--- src/rtl/io_sys_update_pkg.sv ---
// Shared definitions for the IO-mapped remote-update controller: FSM encoding,
// register offsets, one-hot access sizes and STAT/CTRL bit positions.
package io_sys_update_pkg;

    typedef enum logic [2:0] {
        StIdle   = 3'd0,
        StRdReq  = 3'd1,
        StWrReq  = 3'd2,
        StWait   = 3'd3,
        StDone   = 3'd4,
        StReconf = 3'd5
    } fsmState_t;

    localparam logic [15:0] OffCtrl = 16'h0000;
    localparam logic [15:0] OffAddr = 16'h0002;
    localparam logic [15:0] OffData = 16'h0004;
    localparam logic [15:0] OffKey  = 16'h0006;

    localparam logic [3:0] SzByte  = 4'b0001;
    localparam logic [3:0] SzWord  = 4'b0010;
    localparam logic [3:0] SzDword = 4'b0100;
    localparam logic [3:0] SzQword = 4'b1000;

    localparam int StatErrTmo = 5;
    localparam int StatErrKey = 4;
    localparam int StatArmed  = 3;

    localparam int CtrlReconf = 0;
    localparam int CtrlKick   = 1;
    localparam int CtrlClrErr = 2;

endpackage

--- src/rtl/io_sys_update_kick.sv ---
// Watchdog kick generator. IO_SYS_UPDATE_AUTOKICK_EN selects a free-running
// square wave; otherwise each kick request stretches into a fixed-length pulse.
module io_sys_update_kick
    import io_sys_update_pkg::*;
#(
    parameter int CKickW = 8
) (
    input  logic AClkH,
    input  logic AResetH,
    input  logic AKick,
    output logic AResetTimer
);

    logic [CKickW-1:0] kickCntReg;

`ifdef IO_SYS_UPDATE_AUTOKICK_EN
    logic unusedKick;
    assign unusedKick = AKick;

    always_ff @(posedge AClkH) begin
        if (AResetH) begin
            kickCntReg <= '0;
        end else begin
            kickCntReg <= kickCntReg + 1'b1;
        end
    end

    assign AResetTimer = kickCntReg[CKickW-1];
`else
    localparam logic [CKickW-1:0] CPulseLen = {1'b1, {(CKickW-1){1'b0}}};

    // A retrigger reloads the full length rather than extending the remainder.
    always_ff @(posedge AClkH) begin
        if (AResetH) begin
            kickCntReg <= '0;
        end else if (AKick) begin
            kickCntReg <= CPulseLen;
        end else if (kickCntReg != '0) begin
            kickCntReg <= kickCntReg - 1'b1;
        end
    end

    assign AResetTimer = (kickCntReg != '0);
`endif

endmodule

--- src/rtl/io_sys_update_ctrl.sv ---
// IO-mapped remote-update controller: param read/write handshake FSM, busy
// timeout, key-guarded reconfig; kick style chosen by IO_SYS_UPDATE_AUTOKICK_EN.
module io_sys_update_ctrl
    import io_sys_update_pkg::*;
#(
    parameter logic [15:0] CAddrBase  = 16'h0000,
    parameter int          CParamAW   = 3,
    parameter int          CDataW     = 32,
    parameter int          CTmoW      = 12,
    parameter int          CKickW     = 8,
    parameter logic [31:0] CReconfKey = 32'h5A5AC3C3
) (
    input  logic                AClkH,
    input  logic                AResetH,
    input  logic [15:0]         AIoAddr,
    input  logic [63:0]         AIoMosi,
    output logic [63:0]         AIoMiso,
    input  logic [3:0]          AIoWrSize,
    input  logic [3:0]          AIoRdSize,
    output logic                AIoAddrAck,
    output logic                AIoAddrErr,
    output logic                AIoBusy,
    output logic [CParamAW-1:0] ARuParam,
    output logic [1:0]          ARuSource,
    output logic [CDataW-1:0]   ARuDataO,
    input  logic [CDataW-1:0]   ARuDataI,
    output logic                ARuReadParam,
    output logic                ARuWriteParam,
    output logic                ARuReconfig,
    output logic                ARuResetTimer,
    input  logic                ARuBusy
);

    localparam logic [CTmoW-1:0] CTmoLast = {{(CTmoW-1){1'b1}}, 1'b0};

    fsmState_t           stateReg;
    logic [CParamAW+1:0] addrReg;
    logic [CDataW-1:0]   dataLatchReg;
    logic [CTmoW-1:0]    tmoCntReg;
    logic                opRdReg;
    logic                armedReg;
    logic                errTmoReg;
    logic                errKeyReg;

    logic hitCtrl, hitAddr, hitData, hitKey, hitAny;
    logic isWr, isRd, wrByte, rdByte, wrDword, rdDword;
    logic ctrlWr, statRd, addrWr, addrRd, dataWr, dataRd, keyWr;
    logic dataAcc, regAcc, legal, regsOpen, inFlight, kickReq;
    logic [5:0] stat;
    logic unusedMosi;

    assign unusedMosi = ^AIoMosi[63:32];

    assign hitCtrl = (AIoAddr == CAddrBase + OffCtrl);
    assign hitAddr = (AIoAddr == CAddrBase + OffAddr);
    assign hitData = (AIoAddr == CAddrBase + OffData);
    assign hitKey  = (AIoAddr == CAddrBase + OffKey);

    // A simultaneous read and write request is never a legal access.
    assign isWr    = |AIoWrSize;
    assign isRd    = |AIoRdSize;
    assign wrByte  = (AIoWrSize == SzByte)  && !isRd;
    assign rdByte  = (AIoRdSize == SzByte)  && !isWr;
    assign wrDword = (AIoWrSize == SzDword) && !isRd;
    assign rdDword = (AIoRdSize == SzDword) && !isWr;

    assign ctrlWr = hitCtrl && wrByte;
    assign statRd = hitCtrl && rdByte;
    assign addrWr = hitAddr && wrByte;
    assign addrRd = hitAddr && rdByte;
    assign dataWr = hitData && wrDword;
    assign dataRd = hitData && rdDword;
    assign keyWr  = hitKey  && wrDword;

    assign dataAcc = dataWr || dataRd;
    assign regAcc  = ctrlWr || statRd || addrWr || addrRd || keyWr;
    assign legal   = dataAcc || regAcc;
    assign hitAny  = (hitCtrl || hitAddr || hitData || hitKey) && (isWr || isRd);

    assign AIoAddrAck = legal;
    assign AIoAddrErr = hitAny && !legal;

    assign regsOpen = (stateReg != StReconf);
    assign inFlight = (stateReg == StRdReq) || (stateReg == StWrReq) || (stateReg == StWait);

    // Register accesses slip past an in-flight core transaction without stalling.
    assign AIoBusy = (stateReg == StReconf)
                  || ((stateReg == StIdle) && dataAcc)
                  || (inFlight && !regAcc);

    assign ARuParam  = addrReg[CParamAW-1:0];
    assign ARuSource = addrReg[CParamAW+1:CParamAW];

    always_comb begin
        stat             = '0;
        stat[2:0]        = stateReg;
        stat[StatArmed]  = armedReg;
        stat[StatErrKey] = errKeyReg;
        stat[StatErrTmo] = errTmoReg;
    end

    always_comb begin
        AIoMiso = '0;
        if (statRd) begin
            AIoMiso[5:0] = stat;
        end else if (addrRd) begin
            AIoMiso[CParamAW+1:0] = addrReg;
        end else if (dataRd) begin
            AIoMiso[CDataW-1:0] = dataLatchReg;
        end
    end

    always_ff @(posedge AClkH) begin
        if (AResetH) begin
            stateReg      <= StIdle;
            ARuReadParam  <= 1'b0;
            ARuWriteParam <= 1'b0;
            ARuReconfig   <= 1'b0;
            ARuDataO      <= '0;
            addrReg       <= '0;
            dataLatchReg  <= '0;
            tmoCntReg     <= '0;
            opRdReg       <= 1'b0;
            armedReg      <= 1'b0;
            errTmoReg     <= 1'b0;
            errKeyReg     <= 1'b0;
        end else begin
            ARuReadParam  <= 1'b0;
            ARuWriteParam <= 1'b0;

            // Placed first so any error set later in this block wins.
            if (regsOpen && ctrlWr && AIoMosi[CtrlClrErr]) begin
                errTmoReg <= 1'b0;
                errKeyReg <= 1'b0;
            end

            case (stateReg)
                StIdle: begin
                    if (dataRd) begin
                        stateReg     <= StRdReq;
                        ARuReadParam <= 1'b1;
                        opRdReg      <= 1'b1;
                    end else if (dataWr) begin
                        stateReg      <= StWrReq;
                        ARuWriteParam <= 1'b1;
                        opRdReg       <= 1'b0;
                        ARuDataO      <= AIoMosi[CDataW-1:0];
                    end else if (ctrlWr && AIoMosi[CtrlReconf] && armedReg) begin
                        stateReg    <= StReconf;
                        ARuReconfig <= 1'b1;
                    end
                end
                StRdReq, StWrReq: begin
                    stateReg  <= StWait;
                    tmoCntReg <= '0;
                end
                StWait: begin
                    if (!ARuBusy) begin
                        stateReg <= StDone;
                        if (opRdReg) begin
                            dataLatchReg <= ARuDataI;
                        end
                    end else if (tmoCntReg == CTmoLast) begin
                        stateReg     <= StDone;
                        errTmoReg    <= 1'b1;
                        dataLatchReg <= '0;
                    end else begin
                        tmoCntReg <= tmoCntReg + 1'b1;
                    end
                end
                StDone:   stateReg <= StIdle;
                StReconf: stateReg <= StReconf;
                default:  stateReg <= StIdle;
            endcase

            if (regsOpen) begin
                if (addrWr && stateReg == StIdle) begin
                    addrReg <= AIoMosi[CParamAW+1:0];
                end
                if (dataAcc) begin
                    armedReg <= 1'b0;
                end
                if (keyWr) begin
                    if (AIoMosi[31:0] == CReconfKey) begin
                        armedReg <= 1'b1;
                    end else begin
                        armedReg  <= 1'b0;
                        errKeyReg <= 1'b1;
                    end
                end
                if (ctrlWr && AIoMosi[CtrlReconf] && !(armedReg && stateReg == StIdle)) begin
                    errKeyReg <= 1'b1;
                end
            end
        end
    end

    assign kickReq = regsOpen && ctrlWr && AIoMosi[CtrlKick];

    io_sys_update_kick #(
        .CKickW(CKickW)
    ) uKick (
        .AClkH      (AClkH),
        .AResetH    (AResetH),
        .AKick      (kickReq),
        .AResetTimer(ARuResetTimer)
    );

endmodule

--- config.mk ---
export PLATFORM = sky130hd
export DESIGN_NAME = io_sys_update_ctrl
export DESIGN_NICKNAME = d
export VERILOG_FILES = /design/src/rtl/io_sys_update_pkg.sv /design/src/rtl/io_sys_update_kick.sv /design/src/rtl/io_sys_update_ctrl.sv
export SDC_FILE = /design/constraint.sdc
export NUM_CORES = 1
export LEC_CHECK = 0
export ABC_CLOCK_PERIOD_IN_PS = 5700
export CORE_ASPECT_RATIO = 1.1
export CORE_MARGIN = 1
export CORE_UTILIZATION = 30
export CTS_CLUSTER_DIAMETER = 50
export DETAILED_ROUTE_END_ITERATION = 10
export HOLD_SLACK_MARGIN = 0.08
export PLACE_DENSITY = 0.61
export REMOVE_ABC_BUFFERS = 1
export SETUP_SLACK_MARGIN = 0.1
export SYNTH_ARGS = -nofsm -noshare
export SYNTH_HDL_FRONTEND = slang
export SYNTH_SLANG_ARGS = --single-unit
--- constraint.sdc ---
create_clock -name AClkH -period 5.7 [get_ports AClkH]
set_input_delay 1.14 -clock AClkH [delete_from_list [all_inputs] [get_ports AClkH]]
set_output_delay 1.14 -clock AClkH [all_outputs]
set_load 0.05 [all_outputs]
Word level (Yosys, flattened, before mapping)
Cells that the tools add are included.
{"block": "totals", "in_bits": 123, "latchBits": 0, "mem_count": 0, "mem_bits_ro": 0, "ramBits": 0, "word_cells": 137, "reg_bits": 99}
{"block": "op_classes", "n_shift": 0, "n_lt_le_gt_ge": 0, "bitwise": 3, "n_div": 0, "addsub": 2, "mul": 0, "reduce_logical": 64, "eq_ne": 19, "n_mux": 35}
{"op": "two-way mux 32 bit", "count": 4}
{"op": "equality test 16 x 3 -> 1 bit, second input constant", "count": 2}
{"op": "equality test 32 x 31 -> 1 bit, second input constant", "count": 1}
{"op": "two-way mux 27 bit", "count": 1}
{"op": "two-way mux 26 bit", "count": 1}
{"op": "two-way mux 12 bit", "count": 2}
{"op": "one-hot mux 12 bit (2 select lines)", "count": 1}
{"op": "logical AND 1 bit", "count": 23}
{"op": "equality test 16 x 2 -> 1 bit, second input constant", "count": 1}
{"op": "logical NOT 16 bit", "count": 1}
{"op": "two-way mux 1 bit", "count": 16}
{"op": "two-way mux 8 bit", "count": 2}
{"op": "two-way mux 3 bit", "count": 5}
{"op": "logical OR 1 bit", "count": 14}
{"op": "adder 12 x 1 -> 12 bit, second input constant", "count": 1}
{"op": "equality test 12 bit, second input constant", "count": 1}
{"op": "one-hot mux 3 bit (4 select lines)", "count": 1}
{"op": "nonzero test 2 bit", "count": 5}
{"op": "AND reduction 3 bit", "count": 3}
{"op": "equality test 4 x 1 -> 1 bit, second input constant", "count": 2}
{"op": "equality test 4 x 3 -> 1 bit, second input constant", "count": 2}
{"op": "AND reduction 2 bit", "count": 4}
{"op": "nonzero test 8 bit", "count": 1}
{"op": "OR reduction 4 bit", "count": 2}
{"op": "other kinds (17)", "count": 27}

Longest topological paths before layout
Gate-level depths: netlist (run 1).
{"block": "depth", "word_depth": 11, "ltp_mapped": 7, "mapped_depth_nobuf": 7}

Cells and area by module
A second synthesis (run 1) with hierarchy kept.
{"block": "hier_totals", "hier_cells": 511, "area_unflattened_um2": 4744.6}
{"mod": "io_sys_update_ctrl", "area_per_inst_um2": 4324.1, "cells_each": 464, "instances": 1}
{"mod": "io_sys_update_kick", "area_per_inst_um2": 420.4, "cells_each": 47, "instances": 1}

Least setup slack after synthesis (run 1)
Ideal clock, no wire load.
{"block": "synth_timing", "path_type": "in2out", "startpoint": "input port AIoAddr[6]", "endpoint": "output port AIoBusy", "stages": 5, "t_arrival_ns": 2.655, "path_buffers": 0, "setup_slack_ns": 1.905, "cell_sequence": "nor4_4 -> nand4_4 -> o21ai_0 -> o41ai_1 -> nor2_1"}
{"block": "synth_via", "elab_chain_len": 9, "elab_cells_between_ends": 21, "cone_classes": "eq/ne: 3; reduce/logical: 18"}
{"item": "start: declaration", "line_no": "io_sys_update_ctrl.sv:15", "rtl": "input logic [15:0] AIoAddr,"}
{"item": "logical NOT 16 bit", "line_no": "io_sys_update_ctrl.sv:54", "rtl": "assign hitCtrl = (AIoAddr == CAddrBase + OffCtrl);"}
{"item": "logical AND 1 bit, on equally long branches", "line_no": "io_sys_update_ctrl.sv:67, io_sys_update_ctrl.sv:68"}
{"item": "logical OR 1 bit (4 in a row)", "line_no": "io_sys_update_ctrl.sv:76", "rtl": "assign regAcc = ctrlWr || statRd || addrWr || addrRd || keyWr;"}
{"item": "logical NOT 1 bit", "line_no": "io_sys_update_ctrl.sv:89", "rtl": "|| (inFlight && !regAcc);"}
{"item": "logical AND 1 bit", "line_no": "io_sys_update_ctrl.sv:89"}
{"item": "logical OR 1 bit *", "line_no": "io_sys_update_ctrl.sv:89"}
{"item": "end: declaration", "line_no": "io_sys_update_ctrl.sv:22", "rtl": "output logic AIoBusy,"}
Every way passes the cells marked *; elsewhere a longest branch is shown, timed or not.

Worst setup path in the final report (run 1)
{"block": "layout_timing", "startpoint": "input port AIoAddr[6]", "endpoint": "output port AIoMiso[17]"}
{"block": "layout_via", "elab_chain_len": 5, "elab_cells_between_ends": 9, "cone_classes": "eq/ne: 2; mux: 3; reduce/logical: 4"}
{"item": "equality test 16 x 3 -> 1 bit", "line_no": "io_sys_update_ctrl.sv:56", "rtl": "assign hitData = (AIoAddr == CAddrBase + OffData);"}
{"item": "logical AND 1 bit", "line_no": "io_sys_update_ctrl.sv:72", "rtl": "assign dataRd = hitData && rdDword;"}
{"item": "two-way mux 32 bit", "line_no": "io_sys_update_ctrl.sv:108", "rtl": "end else if (dataRd) begin"}
{"item": "two-way mux 27 bit", "line_no": "io_sys_update_ctrl.sv:106", "rtl": "end else if (addrRd) begin"}
{"item": "two-way mux 26 bit *", "line_no": "io_sys_update_ctrl.sv:104", "rtl": "if (statRd) begin"}
{"item": "end: declaration", "line_no": "io_sys_update_ctrl.sv:17", "rtl": "output logic [63:0] AIoMiso,"}
Marks and branches as above.

==> results of run 1 <==
## logic make-up (layout without fill, tap and decap cells)
kind of cell,Yosys count,count (layout),synth area share [%]
AOI/OAI and AO/OA,106,106,15.7
xor gates and xnor gates,19,19,3.49
adders and majority gates,4,4,1.05
buffers and inverters,70,198,8.99
DFF,99,99,41.5
muxes,5,5,1.05
other,1,32,0.0785
and+or+nand+nor,234,234,28.1
## worst paths after layout
kind	start	endpoint	slack [ns]	cells past startpoint
min reg2reg	ARuDataO[16]$_SDFFE_PP0P_	ARuDataO[16]$_SDFFE_PP0P_	0.45	2
max reg2reg	stateReg[1]$_SDFFE_PP0P_	ARuDataO[0]$_SDFFE_PP0P_	2.96	4
max	AIoAddr[6]	AIoMiso[17]	0.73	7
min	ARuDataO[16]$_SDFFE_PP0P_	ARuDataO[16]$_SDFFE_PP0P_	0.45	2
## power groups by stage
stage	registers (uW)	logic, uW	clock network, uW
after CTS	742	312	646
final	741	312	626
after global routing	746	338	676
after floorplan	752	196	0
after detailed placement	758	310	0
after global placement	756	304	0
## Yosys cell counts, drive strengths merged, types with 2 or more instances
cell type	n	area share [%]
nor2	30	2.4
nand2	85	6.7
mux2i	5	1.0
nor2b	2	0.26
nor3b	2	0.31
nor4b	3	0.68
inv	11	0.86
or4b	2	0.42
nor3	22	2.9
xor2	4	0.73
and4	4	0.79
o21ai	11	1.2
nand3b	2	0.31
o31ai	2	0.31
nor4	15	4.0
o311a	2	0.42
nand4b	3	0.55
dfxtp	99	42
buf	48	7.2
and2	32	4.2
a211o	2	0.39
and3	4	0.52
a221o	5	1.0
a22o	33	6.1
a21oi	40	4.2
nand4	9	1.6
or3	4	0.52
clkbuf	11	0.92
nand2b	3	0.39
xnor2	15	2.8
ha	4	1.0
nand3	9	1.0
## routing by layer
layer | wire length (um) | vias to the layer above | track usage, %
met5 | 0 | - | 0
met4 | 260 | 0 | 6.44
met3 | 1090 | 19 | 5.14
met2 | 6880 | 156 | 29.4
met1 | 5270 | 2069 | 18.0
li1 | - | 2138 | -
## cells in the final DEF (no fill, tap or decap), drive strengths merged, types with 11 or more instances in the layout
master	instances
a21oi	40
a22o	33
and2	32
buf	12
clkbuf	13
clkdlybuf4s50	159
conb	32
dfxtp	99
inv	11
nand2	85
nor2	30
nor3	22
nor4	15
o21ai	11
xnor2	15
## sequential cells by signal, indices dropped and copies added (netlist names)
register,flops
ARuReconfig,1
dataLatchReg,32
errKeyReg,1
errTmoReg,1
addrReg,5
stateReg,3
armedReg,1
ARuReadParam,1
uKick.kickCntReg,8
tmoCntReg,12
ARuDataO,32
opRdReg,1
ARuWriteParam,1
## critical path, stage by stage
cell             delay [ns]
clkdlybuf4s50_1        0.45
nor4_4                 0.40
nand4_4                0.27
nor3_4                 0.22
buf_4                  0.33
and2_1                 0.19
clkdlybuf4s50_1        0.80
## stage by stage
step	hold WS, ns	worst slack [ns]
6_report	0.453	0.731
5_1_grt	0.473	0.581
4_1_cts	0.455	0.719
3_5_place_dp	0.446	0.728
3_3_place_gp	0.440	0.773
2_1_floorplan	0.433	1.72
## layout make-up
cell class | instances | share of cell area (%)
clock inverters | 3 | 0.686
clock buffers | 13 | 3.86
multi-input cells | 400 | 36.9
well taps | 200 | 3.71
flip-flops and latches | 99 | 29.4
inverters | 11 | 0.612
repair buffers | 171 | 24.9
==> key figures, run 1 <==
Logic synthesis
  • Mapped Cells: 538
  • Mean Syn Cell Area: slightly below 9 um^2
  • Netlist cell types: 61
  • Yosys warns: 0
  • Synth async-reset ratio: 0%
  • Synthesis-stage register bit count: 99
  • Main synth FF type: dfxtp_1
  • Register area share after synthesis: about two fifths
  • Number of synthesized flops with an enable pin: 0
  • Netlist Area Pre-Place: 4770 um^2

CTS
  • CTS tree: yes
  • CTS Root Cell: clkbuf_16
  • H-tree level count: 3
  • # clock sinks: 99
  • Hold buffers post-CTS: 0
  • Resized Gates After CTS: 0
  • Clock Path Buffers: 2
  • Worst-path clk slew: roughly 0.06 ns
  • TritonCTS buffer count: 9
  • Setup Fix Bufs, Post-CTS: 0
  • Worst skew pair latency: about 0.35 ns

Final layout
  • Synth-to-Final Area Change: 41.4%
  • Ant. Diodes: 0
  • Layout cells sized above 1: roughly 7.0%
  • Nets: slightly above 800
  • FF/Latch Area: about 2000 um^2
  • Final Util: a little over two fifths
  • Multi-input logic area: approximately 2500 um^2
  • Fin cells: roughly 900
  • Number of fill cells: 1510
  • Post-route cell area: 6750 um^2

Power
  • Pwr/cell area: between 200 and 250 nW/um^2
  • Part of the power in combinational logic: approximately a fifth
  • Power Internal: 1220 uW
  • Sw Share: between 20% and 30%
  • Total power: roughly 1700 uW
  • Leakage power: around 0.0024 uW
  • Clock share of power: approximately 37%
  • Net load switching power: ~460 uW
  • Max rail drop VDD: 0.000165 V
  • Flop pwr share: about 44%

STA
  • Pins over their slew limit: 0
  • Setup Skew: roughly 0.0062 ns
  • Period Utilization, post-route: 87.2%
  • Final setup TNS: 0 ns
  • Unrepaired setup endpoints after global routing: no
  • Worst slew pin tran: approximately 1.3 ns
  • Endpoints failing setup: 0
  • Final Hold Fails: 0
  • FMAX: 0.201 GHz
  • Slew headroom: 9.94%
  • Min Tclk post-route: 4.97 ns

Floorplanning
  • Die area: about 16000 um^2
  • Die Y: about 130 um
  • Die X: between 100 and 150 um
  • Core footprint: about 16000 um^2
  • Initial Util: between 30% and 40%
  • # rows: between 40 and 50
  • # IOs: 231

Routing
  • Vias: roughly 4400
  • Routed wire length: about 14000 um
  • Final antenna-violating net count: 0
  • Vias per cell: between 4 and 5
  • DRT iter0 DRCs: around 240
  • DR WL/cell: about 15 um
  • TritonRoute pass-1 iters: 6
  • DRC: 0

Run
  • Max_cap viols: 0

Placed design
  • Dpl cells: 881
  • Final GP Congestion: about 0.82
  • HPWL Detailed: 9880 um
  • PortBufs: ~170
  • Placed Area: approximately 6400 um^2

Setup path
  • CP Data Required Time: roughly 4.6 ns
  • Critical path class: in2out
  • Crit-path max FO: 34
  • Critical Path End Type: output pin
  • Critical path arrival: 3.83 ns
  • CP Launch Type: input port

Hold path
  • Min-delay worst type: reg2reg

Global route
  • Antenna violations before repair: 0
  • Largest net degree at the start of global routing: a little under 50
  • First-pass GRT wire length: approximately 21000 um
  • GRT Residual Overflow: 0
  • Vias in the first global route: roughly 4300
  • GRT Util Overall: between 10% and 20%

Outcome
  • Status: finished, final reports clean
Power figures use the tool's default switching activity.
==> inputs of run 2 (changes only) <==
Settings changed: CORE_MARGIN 1 to 5.
==> key figures, run 2 (synthesized netlist as in run 1, its figures left out) <==
Outcome
  • Status: finished, final reports clean (unchanged)

Setup path
  • Reg2Reg Depth: 4 (unchanged)
  • CP Data Required Time: 4.56 ns (about the same)
  • Crit-path max FO: 34 (unchanged)
  • RR Startpoint: stateReg[1]$_SDFFE_PP0P_ (unchanged)
  • CP Launch Type: input port (unchanged)
  • Setup slack, reg-to-reg: 3.08 ns (was 2.96 ns)
  • FF-to-FF End: ARuDataO[12]$_SDFFE_PP0P_ (was ARuDataO[0]$_SDFFE_PP0P_)
  • Critical Path End Type: output pin (unchanged)
  • Critical path class: in2out (unchanged)
  • Critical path arrival: 3.79 ns (was 3.83 ns)

Final layout
  • Ant. Diodes: 0 (unchanged)
  • Final Util: 42.9% (was 43.2%)
  • Nets: 820 (was 819)
  • Commonest cells after routing, fill and taps aside: 157 x clkdlybuf4s50_1, 99 x dfxtp_1, 85 x nand2_1 (was 159 x clkdlybuf4s50_1, 99 x dfxtp_1, 85 x nand2_1)
  • Largest registers: ARuDataO: 32 flops, dataLatchReg: 32 flops, tmoCntReg: 12 flops (unchanged)
  • Synth-to-Final Area Change: 40.8% (was 41.4%)
  • Number of fill cells: 1520 (was 1510)
  • Commonest non-fill, non-tap cell in the layout: clkdlybuf4s50_1 (unchanged)
  • Fin cells: 898 (was 897)
  • Layout cells sized above 1: 7.74% (was 7.03%)

Floorplanning
  • Initial Util: 30.5% (was 30.6%)
  • # rows: 48 (unchanged)
  • Die X: 130 um (was 122 um)
  • Core footprint: 15700 um^2 (was 15600 um^2)
  • Die area: 18500 um^2 (was 16400 um^2)
  • Die Y: 142 um (was 134 um)
  • # IOs: 231 (unchanged)

STA
  • Setup Skew: 0.0105 ns (was 0.00617 ns)
  • Endpoints failing setup: 0 (unchanged)
  • Min Tclk post-route: 4.93 ns (was 4.97 ns)
  • Final Hold Fails: 0 (unchanged)
  • Slew headroom: 19.6% (was 9.94%)
  • Unrepaired setup endpoints after global routing: no (unchanged)
  • Worst slew pin tran: 1.21 ns (was 1.34 ns)
  • Final setup TNS: 0 ns (unchanged)
  • Period Utilization, post-route: 86.6% (was 87.2%)
  • Pins over their slew limit: 0 (unchanged)
  • Setup slack after layout: 0.766 ns (was 0.731 ns)
  • FMAX: 0.203 GHz (was 0.201 GHz)

CTS
  • Clock Path Buffers: 2 (unchanged)
  • Worst-path clk slew: 0.06 ns (about the same)
  • CTS tree: yes (unchanged)
  • TritonCTS buffer count: 9 (unchanged)
  • Hold buffers post-CTS: 0 (unchanged)
  • H-tree level count: 3 (unchanged)
  • Worst skew pair latency: 0.35 ns (about the same)
  • Resized Gates After CTS: 0 (unchanged)
  • CTS Root Cell: clkbuf_16 (unchanged)
  • Setup Fix Bufs, Post-CTS: 0 (unchanged)
  • # clock sinks: 99 (unchanged)

Routing
  • Vias: 4327 (was 4382)
  • Met2 WL: 7000 um (was 6880 um)
  • Routed wire length: 13800 um (was 13500 um)
  • Final antenna-violating net count: 0 (unchanged)
  • Top Layer Used: met4 (unchanged)
  • Metal3 WL: 1230 um (was 1090 um)
  • WL met1: 5400 um (was 5270 um)
  • DR WL/cell: 15.4 um (was 15.1 um)
  • DRT iter0 DRCs: 261 (was 235)
  • TritonRoute pass-1 iters: 4 (was 6)
  • DRC: 0 (unchanged)
  • Vias per cell: 4.82 (was 4.89)

Power
  • Part of the power in combinational logic: 19.3% (was 18.6%)
  • Max rail drop VDD: 0.000265 V (was 0.000165 V)
  • Sw Share: 28.5% (was 27.6%)
  • Net load switching power: 463 uW (about the same)
  • Clock share of power: 35.0% (was 37.3%)
  • Total power: 1620 uW (was 1680 uW)
  • Leakage power: 0.00245 uW (was 0.00244 uW)
  • Flop pwr share: 45.7% (was 44.2%)
  • Pwr/cell area: 241 nW/um^2 (was 249 nW/um^2)
  • Power Internal: 1160 uW (was 1220 uW)

Placed design
  • Post-Place Worst Slack: 0.743 ns (was 0.728 ns)
  • PortBufs: 166 (unchanged)
  • Final GP Congestion: 0.924 (was 0.824)
  • Dpl cells: 882 (was 881)
  • HPWL Detailed: 10400 um (was 9880 um)

Hold path
  • Hold EP: ARuDataO[2]$_SDFFE_PP0P_ (was ARuDataO[16]$_SDFFE_PP0P_)
  • Hold Crit Start: ARuDataO[2]$_SDFFE_PP0P_ (was ARuDataO[16]$_SDFFE_PP0P_)
  • Min-delay worst type: reg2reg (unchanged)
  • Worst hold path depth: 2 (unchanged)

Global route
  • First-pass GRT wire length: 21700 um (was 21000 um)
  • Largest net degree at the start of global routing: 49 (unchanged)
  • Vias in the first global route: 4384 (was 4303)
  • GRT Residual Overflow: 0 (unchanged)
  • GRT Util Overall: 14.6% (was 16.5%)
  • Antenna violations before repair: 0 (unchanged)

Run
  • Max_cap viols: 0 (unchanged)
run 2: cell count changes in the layout (fill, tap and decap cells not counted):
| cell | delta |
|---|---|
| buf_4 | +3 |
| bufinv_16 | -1 |
| clkbuf_1 | -2 |
| clkbuf_8 | -1 |
| clkdlybuf4s50_1 | -2 |
| clkinv_2 | +4 |
| clkinv_4 | -1 |
| clkinvlp_4 | -1 |
| inv_6 | +2 |
run 2: cell type report:
cell class / instances / area (um^2) / share of cell area, %
well taps: 200 / 250 / 3.72
clock inverters: 6 / 37.5 / 0.558
repair buffers: 172 / 1680 / 25.0
inverters: 11 / 41.3 / 0.614
multi-input cells: 400 / 2490 / 37.1
clock buffers: 10 / 239 / 3.55
flip-flops and latches: 99 / 1980 / 29.5
run 2: worst max-delay path, stage by stage:
cell and delay [ns]:
clkdlybuf4s50_1 0.44, nor4_4 0.41, nand4_4 0.26, nor3_4 0.21
buf_4 0.32, and2_1 0.19, clkdlybuf4s50_1 0.80
run 2: power by group through the flow:
stage	logic, uW	clock network (uW)	registers, uW
3_3_place_gp	307	0	756
6_report	314	568	741
3_5_place_dp	314	0	757
4_1_cts	316	592	741
2_1_floorplan	196	0	752
5_1_grt	347	619	745
run 2: worst max path at each step:
stage / startpoint / endpoint / cells after the start
3_3_place_gp: AIoAddr[6] / AIoMiso[19] / 7
3_5_place_dp: AIoAddr[6] / AIoMiso[19] / 7
6_report: AIoAddr[6] / AIoMiso[19] / 7
5_1_grt: AIoWrSize[2] / AIoMiso[27] / 7
2_1_floorplan: AIoAddr[6] / AIoMiso[0] / 4
4_1_cts: AIoAddr[6] / AIoMiso[19] / 7
run 2: per-stage QoR:
| stage | hold slack, ns | area (um^2) |
|---|---|---|
| after CTS | 0.456 | 6720 |
| after global routing | 0.468 | 6720 |
| after global placement | 0.442 | 6450 |
| final | 0.454 | 6720 |
| after floorplan | 0.433 | 4500 |
| after detailed placement | 0.446 | 6450 |
run 2: routing by layer:
| metal | global-route usage [%] | vias up |
|---|---|---|
| met5 | 0 | - |
| met4 | 3.39 | 0 |
| met3 | 5.52 | 18 |
| met2 | 26.0 | 137 |
| met1 | 16.5 | 2030 |
| li1 | - | 2142 |
